## src/rtl/mem_arbiter.sv

```systemverilog
// mem_arbiter: the only master of MainMemory. Arbitrates line transfers
// between the I-cache fill path and the D-cache fill/writeback path using
// round-robin. Each grant becomes a burst of single-word accesses paced by
// memValid. Read lines are assembled in place and handed back with a
// one-cycle DONE pulse.
//
// state | meaning
// ------+-------------------------------------------------------------
// IDLE  | enables low; grant a pending request and latch its details
// BURST | one enable held high; offset advances on each memValid
// DONE  | enables low; one-cycle DONE pulse to the granted port
module mem_arbiter #(
    parameter int WORDS_PER_LINE = 8
) (
    input  logic                         CLK,
    input  logic                         RST,
    input  logic                         I_REQ,
    input  logic [29:0]                  I_ADDR,
    output logic [32*WORDS_PER_LINE-1:0] I_LINE,
    output logic                         I_DONE,
    input  logic                         D_REQ,
    input  logic                         D_WE,
    input  logic [29:0]                  D_ADDR,
    input  logic [32*WORDS_PER_LINE-1:0] D_WLINE,
    output logic [32*WORDS_PER_LINE-1:0] D_RLINE,
    output logic                         D_DONE,
    output logic                         MEM_RE,
    output logic                         MEM_WE,
    output logic [29:0]                  MEM_ADDR,
    output logic [31:0]                  MEM_DATA_IN,
    input  logic [31:0]                  MEM_DOUT,
    input  logic                         memValid
);

    localparam int OFF_BITS = $clog2(WORDS_PER_LINE);
    localparam int LINE_W   = 32 * WORDS_PER_LINE;
    localparam logic [29:0] ALIGN_MASK = ~30'(WORDS_PER_LINE - 1);
    localparam logic [OFF_BITS-1:0] LAST_OFF = OFF_BITS'(WORDS_PER_LINE - 1);

    typedef enum logic [1:0] {
        S_IDLE  = 2'd0,
        S_BURST = 2'd1,
        S_DONE  = 2'd2
    } state_t;

    state_t                state_q, state_d;
    logic                  gnt_d_q, gnt_d_d;    // 1: D port owns the burst
    logic                  we_q, we_d;
    logic                  last_d_q, last_d_d;  // 1: D was served last
    logic [29:0]           base_q, base_d;
    logic [OFF_BITS-1:0]   off_q, off_d;
    logic [LINE_W-1:0]     wline_q, wline_d;
    logic [LINE_W-1:0]     i_line_q, i_line_d;
    logic [LINE_W-1:0]     d_line_q, d_line_d;
    logic                  pick_d;
    logic [OFF_BITS+4:0]   word_lsb;

    assign word_lsb = {off_q, 5'b0};
    assign I_LINE   = i_line_q;
    assign D_RLINE  = d_line_q;

    // State and datapath registers with synchronous reset.
    always_ff @(posedge CLK) begin
        if (RST) begin
            state_q  <= S_IDLE;
            gnt_d_q  <= 1'b0;
            we_q     <= 1'b0;
            last_d_q <= 1'b0;
            base_q   <= '0;
            off_q    <= '0;
            wline_q  <= '0;
            i_line_q <= '0;
            d_line_q <= '0;
        end else begin
            state_q  <= state_d;
            gnt_d_q  <= gnt_d_d;
            we_q     <= we_d;
            last_d_q <= last_d_d;
            base_q   <= base_d;
            off_q    <= off_d;
            wline_q  <= wline_d;
            i_line_q <= i_line_d;
            d_line_q <= d_line_d;
        end
    end

    // Next-state, grant decision, burst sequencing and memory-side outputs.
    always_comb begin
        state_d     = state_q;
        gnt_d_d     = gnt_d_q;
        we_d        = we_q;
        last_d_d    = last_d_q;
        base_d      = base_q;
        off_d       = off_q;
        wline_d     = wline_q;
        i_line_d    = i_line_q;
        d_line_d    = d_line_q;
        pick_d      = 1'b0;
        MEM_RE      = 1'b0;
        MEM_WE      = 1'b0;
        MEM_ADDR    = '0;
        MEM_DATA_IN = '0;
        I_DONE      = 1'b0;
        D_DONE      = 1'b0;

        case (state_q)
            S_IDLE: begin
                if (I_REQ || D_REQ) begin
                    // With both pending, D wins only if I was served last.
                    pick_d  = D_REQ && (!I_REQ || !last_d_q);
                    gnt_d_d = pick_d;
                    we_d    = pick_d && D_WE;
                    base_d  = (pick_d ? D_ADDR : I_ADDR) & ALIGN_MASK;
                    wline_d = D_WLINE;
                    off_d   = '0;
                    state_d = S_BURST;
                end
            end

            S_BURST: begin
                MEM_RE   = !we_q;
                MEM_WE   = we_q;
                MEM_ADDR = base_q | 30'(off_q);
                if (we_q) begin
                    MEM_DATA_IN = wline_q[word_lsb +: 32];
                end
                if (memValid) begin
                    if (!we_q) begin
                        if (gnt_d_q) begin
                            d_line_d[word_lsb +: 32] = MEM_DOUT;
                        end else begin
                            i_line_d[word_lsb +: 32] = MEM_DOUT;
                        end
                    end
                    if (off_q == LAST_OFF) begin
                        state_d = S_DONE;
                    end else begin
                        off_d = off_q + 1'b1;
                    end
                end
            end

            S_DONE: begin
                I_DONE   = !gnt_d_q;
                D_DONE   = gnt_d_q;
                last_d_d = gnt_d_q;
                state_d  = S_IDLE;
            end

            default: begin
                state_d = S_IDLE;
            end
        endcase
    end

endmodule

```

## config.mk

```make
export PLATFORM = sky130hd
export DESIGN_NAME = mem_arbiter
export DESIGN_NICKNAME = d
export VERILOG_FILES = /design/src/rtl/mem_arbiter.sv
export SDC_FILE = /design/constraint.sdc
export NUM_CORES = 2
export LEC_CHECK = 0
export BUFFER_PORTS_ARGS = -buffer_cell sky130_fd_sc_hd__buf_2
export CAP_MARGIN = 20
export CORE_AREA = 2 2 358 360
export DETAILED_ROUTE_END_ITERATION = 10
export DIE_AREA = 0 0 360 362
export PLACE_DENSITY = 0.44
export SLEW_MARGIN = 20
export SYNTH_ARGS = -nofsm -noshare
export SYNTH_HDL_FRONTEND = slang
export SYNTH_SLANG_ARGS = --single-unit
```

## constraint.sdc

```tcl
create_clock -name CLK -period 9.1 [get_ports CLK]
set_clock_uncertainty 0.05 [all_clocks]
set_input_delay 0.455 -clock CLK [delete_from_list [all_inputs] [get_ports CLK]]
set_output_delay 0.455 -clock CLK [all_outputs]
set_load 0.02 [all_outputs]
```

# After elaboration in Yosys (flattened, before gate mapping)
# Index checks and enable logic that the tools add are counted.
[totals]
ff_bits = 803
input_bits = 354
out_inout_bits = 578
word_cells = 57
[op_classes]
add_sub_neg = 2
n_eq_ne = 7
shifts = 3
n_mux = 18
n_bitwise = 3
reduce_logical = 15
[ops]
columns = ["operator", "n"]
rows = [
  ["$bwmux W256", 2],
  ["$shift A32 B10 Y256 const A", 1],
  ["$shiftx A256 B9 Y32", 1],
  ["$shiftx A32 B10 Y256", 1],
  ["$mux W32", 2],
  ["$mux W30", 2],
  ["$or A30 B3 Y30", 1],
  ["$reduce_and A4 Y1", 3],
  ["$neg A8 Y10", 1],
  ["$mux W3", 3],
  ["$ne A2 B2 Y1 const B", 4],
  ["$mux W2", 3],
  ["$pmux W3 S2", 1],
  ["$logic_not A1 Y1", 4],
  ["$mux W1", 4],
  ["$pmux W2 S2", 1],
  ["$add A3 B1 Y3 const B", 1],
  ["$eq A3 B3 Y1 const B", 1],
  ["$reduce_and A3 Y1", 1],
  ["$eq A2 B1 Y1 const B", 1],
  ["$eq A2 B2 Y1 const B", 1],
  ["$logic_and A1 B1 Y1", 2],
  ["$logic_not A2 Y1", 1],
  ["$logic_or A1 B1 Y1", 2],
  ["other kinds (3)", 4],
]

# Longest topological paths before layout
[logic_depth]
ltp_word = 4
mapped_depth = 14
ltp_nobuf = 7

# Least setup slack after synthesis
# OpenSTA, ideal clock, no wires.
[synth_timing]
path_type = "reg2reg"
start = "reg off_q[0]"
end = "reg d_line_q[10], in the netlist D_RLINE[10]"
setup_ns = 0.132
t_arrival_ns = 2.961
required_ns = 8.918
path_slack_ns = 5.957
stages_incl_launch_ff = 14
n_path_buf = 6
synth_period_minus_slack_ns = 3.143
path_cell_list = "dfxtp_1 > buf_2 > buf_2 > buf_2 > inv_1 > ha_1 > ha_1 > buf_2 > or4_4 > or4_1 > clkbuf_1 > buf_2 > nand2_1 > a21oi_1"
[synth_between]
elab_chain_len = 3
elab_cells_between_ends = 4
classes_between = "add/sub: 1; shift: 2; mux: 1"
[synth_rtl]
columns = ["item", "line", "text"]
rows = [
  ["from (decl)", "51", "logic [OFF_BITS-1:0] off_q, off_d;"],
  ["from (signal assigned)", "70", "off_q <= '0;"],
  ["from (signal assigned)", "80", "off_q <= off_d;"],
  ["$neg A8 Y10 (*)", "130", "d_line_d[word_lsb +: 32] = MEM_DOUT;"],
  ["$shiftx A32 B10 Y256 / $shift A32 B10 Y256 (equally long branches)", "130", ""],
  ["$bwmux W256 (*)", "130", ""],
  ["to (signal assigned)", "83", "d_line_q <= d_line_d;"],
  ["to (decl)", "54", "logic [LINE_W-1:0] d_line_q, d_line_d;"],
]
# Every way passes the cells marked *; elsewhere a longest branch is shown, timed or not.
# A chain may end at the register's enable or synchronous reset.

# Final worst setup path
[layout_timing]
start = "reg off_q[0]"
end = "out MEM_DATA_IN[31]"
[layout_between]
elab_chain_len = 3
[layout_rtl]
columns = ["item", "line", "text"]
rows = [
  ["$shiftx A256 B9 Y32", "125", "MEM_DATA_IN = wline_q[word_lsb +: 32];"],
  ["$mux W32", "124", "if (we_q) begin"],
  ["$mux W32", "106", "case (state_q)"],
  ["to (decl)", "30", "output logic [31:0] MEM_DATA_IN,"],
]
# No other way between the ends.

==> results <==
- The worst register-to-register path ends at I_LINE[1]$_SDFFE_PP0P_.
- In the global route stage, overall resource usage came out at 0.2055.
- The worst slew margin relative to its limit is 0.3101.
- The synthesized design spends more area on one cell type than any other, namely sky130_fd_sc_hd__dfxtp_1.
- Subtracting the final worst setup slack from the clock period gives 4048 ps.
- The number of detailed-routing iterations run before antenna repair is 5.
- In this run, synthesis inferred 0 flip-flops with an integrated enable.
- The average vias per placed instance is between 4 and 5.
- The routed wire length per instance is 22.07 µm.
- The average instance area after synthesis is 8.726 µm².
- Power comes to 8.279 mW.
- The dominant cell by count in the synthesized netlist is sky130_fd_sc_hd__nand2_1.
- The commonest cells after synthesis are 1155 x sky130_fd_sc_hd__nand2_1, 803 x sky130_fd_sc_hd__dfxtp_1, 579 x sky130_fd_sc_hd__a21oi_1.
- The synthesis-stage register bit count is 803.
- At the end of the flow, the number of nets in the layout was 4919.
- The number of fill cells is 13489.
- Once the clock tree was built, the setup fixing pass inserted 0 buffers.
- The origin of the worst setup path is off_q[0]$_SDFFE_PP0P_.
- The peak fanout along the critical path is 38.
- Together, buffers and inverters on the worst path number 2.
- After detailed routing, the number of remaining DRC violations is 0.
- Yosys printed 0 warnings.
- The setup slack of the worst register-to-register path is about 5200 ps.
- The worst setup path is of the flip-flop to primary output kind.
- In this run the number of cells on the critical path is 4.
- The max-slew violation count is 0.
- Of the available clock period, the critical path in the final layout requires 0.4448.
- The slowest stage of the critical path belongs to the cell sky130_fd_sc_hd__dfxtp_4.
- The share of the synthesized area in the top cell type is 0.5197.
- The end point of the critical path is MEM_DATA_IN[31].
- For this run, the top clock speed supported by timing is ~250 MHz.
- The hold violation total from the final report is 0.
- The starting density of the core is 0.2441.
- The TritonCTS buffer count is 96.
- The worst setup path is launched from a flip-flop.
- The tool flagged a number of max-cap violations equal to 0.
- The critical path goes through buf_4 > mux4_2 > a22o_1 > buf_2.
- In this run the deepest clock path goes through 3 buffers.
- The area of the die is 130300 µm².
- In this run the number of H-tree levels came out at 3.
- Setup violations remaining at the end of the flow were counted as 0.
- The largest net degree at the start of global routing is 196.
- The core area is around 130000 µm².
- The antenna violation net count after detailed routing is 0.
- The final layout contains routed wiring with a total length of 139200 µm.
- Routability-driven placement finished with a final weighted congestion of 0.8210.
- From bottom edge to top edge, the die measures ~360 µm.
- The endpoint class of the critical path is a primary output.
- Ranked by total cell area, the synthesized netlist is headed by sky130_fd_sc_hd__dfxtp_1 52%, sky130_fd_sc_hd__nand2_1 14%, sky130_fd_sc_hd__a21oi_1 9.4%.
- The global-route wire length before repair is approximately 200000 µm.
- The delay of the slowest critical-path stage is 890 ps.
- The number of distinct library cells after synthesis is 39.
- TritonCTS built the clock tree.
- The startpoint of the worst register-to-register path is off_q[0]$_SDFFE_PP0P_.
- The net count after synthesis is 3904.
- The flow ran to the end, and the final reports show no timing, DRC or antenna violations.
- The clock reaches the later pin of the worst-skew pair after 720 ps.
- The number of design-rule violations left by the first detailed-router iteration is 2052.
- Setup repair after global routing left no endpoint under its margin.
- The instance count of the mapped netlist is 3545.
- Final hold analysis gives a worst-case slack of 58.03 ps.
- The type of the worst min-delay path is input port to flip-flop.
- The share of final-layout standard cells stronger than drive strength 1 is 0.2587.
- The critical path arrival is 3540 ps.
- The total overflow left after global routing is 0.
- From left edge to right edge, the die measures 360 µm.
- In this run the count of I/O pins placed on the die edge is 932.
- During placement, the flow inserted port buffers numbering 925.
- The initial antenna violation count came to 20.
- The half-perimeter wire length after detailed placement is 95740 µm.
- In this run the core area contains 131 standard-cell rows.
- At the pin with the least slew margin, the transition time is slightly above 1000 ps.
- The register clock-pin slew on the reported worst setup and hold paths is 70 ps.
- The most instantiated flip-flop cell in the synthesis netlist is sky130_fd_sc_hd__dfxtp_1.
- The required time of the critical path is 8600 ps.
- The post-synth design cell area is 30930 µm².
- Clock tree synthesis selected as its root buffer the cell sky130_fd_sc_hd__clkbuf_16.
- The async set-reset flop share out of synthesis is 0.
- Summing over every cut layer, the via total after detailed routing is 28361.
- The total leakage power is 19.00 nW.
- Dividing total power by cell area gives a power density of 194.0 nW/µm².
- Across the VDD grid, the largest voltage drop is 142.8 µV.
- For this design, the sink count on the clock tree is 803.
- Of the synthesized area, sequential elements account for 0.5197.
- The worst register-to-register path has a depth of 7.
- The number of global-route vias before repair is 27380.
- Setup total negative slack on the finished layout was measured at 0 ps.
- On the critical path the largest part of the delay comes from buffers and inverters.
- Relative to the synthesized area, the layout overhead comes to 37.95%.
-- worst reg2reg max path, cell delays in order (launching register included) --
cell                      delay, ps
sky130_fd_sc_hd__dfxtp_4        890
sky130_fd_sc_hd__inv_1          170
sky130_fd_sc_hd__ha_1           280
sky130_fd_sc_hd__ha_1           420
sky130_fd_sc_hd__or4_4          510
sky130_fd_sc_hd__or4_2         1080
sky130_fd_sc_hd__nand2_1        230
sky130_fd_sc_hd__a21oi_1         90
-- state kept, by name (all words and copies together) (netlist names) --
register,cells
we_q,1
base_q,27
wline_q,256
off_q,3
last_d_q,1
gnt_d_q,1
I_LINE,256
state_q,2
D_RLINE,256
-- cells in the final DEF (no fill, tap or decap), types with 31 or more instances in the layout --
cell type                       count
sky130_fd_sc_hd__a22o_1            34
sky130_fd_sc_hd__nand2b_1         226
sky130_fd_sc_hd__dlygate4sd3_1    266
sky130_fd_sc_hd__buf_4             32
sky130_fd_sc_hd__nor2_1            37
sky130_fd_sc_hd__mux4_2            64
sky130_fd_sc_hd__nand2_1         1155
sky130_fd_sc_hd__dfxtp_1          801
sky130_fd_sc_hd__a21oi_1          579
sky130_fd_sc_hd__buf_2            924
sky130_fd_sc_hd__mux2i_1          219
sky130_fd_sc_hd__and2_1            31
sky130_fd_sc_hd__clkbuf_16         96
-- stage by stage --
step           cells  utilization  area, µm²  worst slack (ps)
6_report        6309       0.3368      42670              5052
3_5_place_dp    5858       0.2904      36790              5162
2_1_floorplan   3545            -      30930              5957
5_1_grt         6307       0.3367      42660              4808
3_3_place_gp    5858       0.2904      36790              5170
4_1_cts         6296       0.3365      42640              4865
-- area by class of cell --
class / count / area (µm²) / share of cell area
Sequential cell: 803 / 16080 / 0.3769
Multi-Input combinational cell: 2426 / 13630 / 0.3194
Timing Repair Buffer: 1228 / 7642 / 0.1791
Clock buffer: 149 / 2892 / 0.06777
Tap cell: 1662 / 2079 / 0.04873
Clock inverter: 23 / 294.0 / 0.006891
Antenna cell: 13 / 32.53 / 0.0007624
Inverter: 5 / 18.77 / 0.0004398
-- per-layer routing --
layer | track usage | wire [µm] | vias up | share of wire
li1 | - | - | 13739 | -
met1 | 0.2497 | 58440 | 13477 | 0.42
met2 | 0.3473 | 66340 | 957 | 0.48
met3 | 0.05829 | 10180 | 182 | 0.073
met4 | 0.07011 | 4232 | 6 | 0.030
met5 | 0 | 44 | - | 0.00032
-- worst min path at each step --
stage,startpoint,end,depth (start not counted)
4_1_cts,D_ADDR[27],base_q[27]$_SDFFE_PP0P_,3
6_report,D_WLINE[191],wline_q[191]$_SDFFE_PP0P_,3
2_1_floorplan,wline_q[192]$_SDFFE_PP0P_,wline_q[192]$_SDFFE_PP0P_,2
5_1_grt,D_WLINE[191],wline_q[191]$_SDFFE_PP0P_,3
3_5_place_dp,D_RLINE[123]$_SDFFE_PP0P_,D_RLINE[123]$_SDFFE_PP0P_,2
3_3_place_gp,I_LINE[60]$_SDFFE_PP0P_,I_LINE[60]$_SDFFE_PP0P_,2
-- report_power, final --
group / switching [mW] / internal (mW) / leakage (nW)
Clock: 1.62 / 2.25 / 1.56
Combinational: 0.432 / 0.293 / 10.9
Sequential: 0.0611 / 3.62 / 6.53
-- cell families (layout without fill, tap and decap cells) --
| logic type | count (synthesis) | count (layout) | synth area share |
|---|---|---|---|
| other | 0 | 13 | 0 |
| multiplexers | 284 | 284 | 0.1178 |
| AO/OA/AOI/OAI | 646 | 646 | 0.1114 |
| buffers and inverters | 316 | 1405 | 0.04255 |
| flip-flops | 803 | 803 | 0.5197 |
| adder cells (fa/ha/maj) | 5 | 5 | 0.002022 |
| AND/OR/NAND/NOR | 1491 | 1491 | 0.2065 |
-- what timing repair did --
| action | 4_1_cts | 5_1_grt |
|---|---|---|
| gates resized for setup | 0 | 0 |
| hold buffers | 266 | 0 |
| hold endpoints to repair | 261 | 0 |
Note: power is estimated with default switching activity, not from simulation.
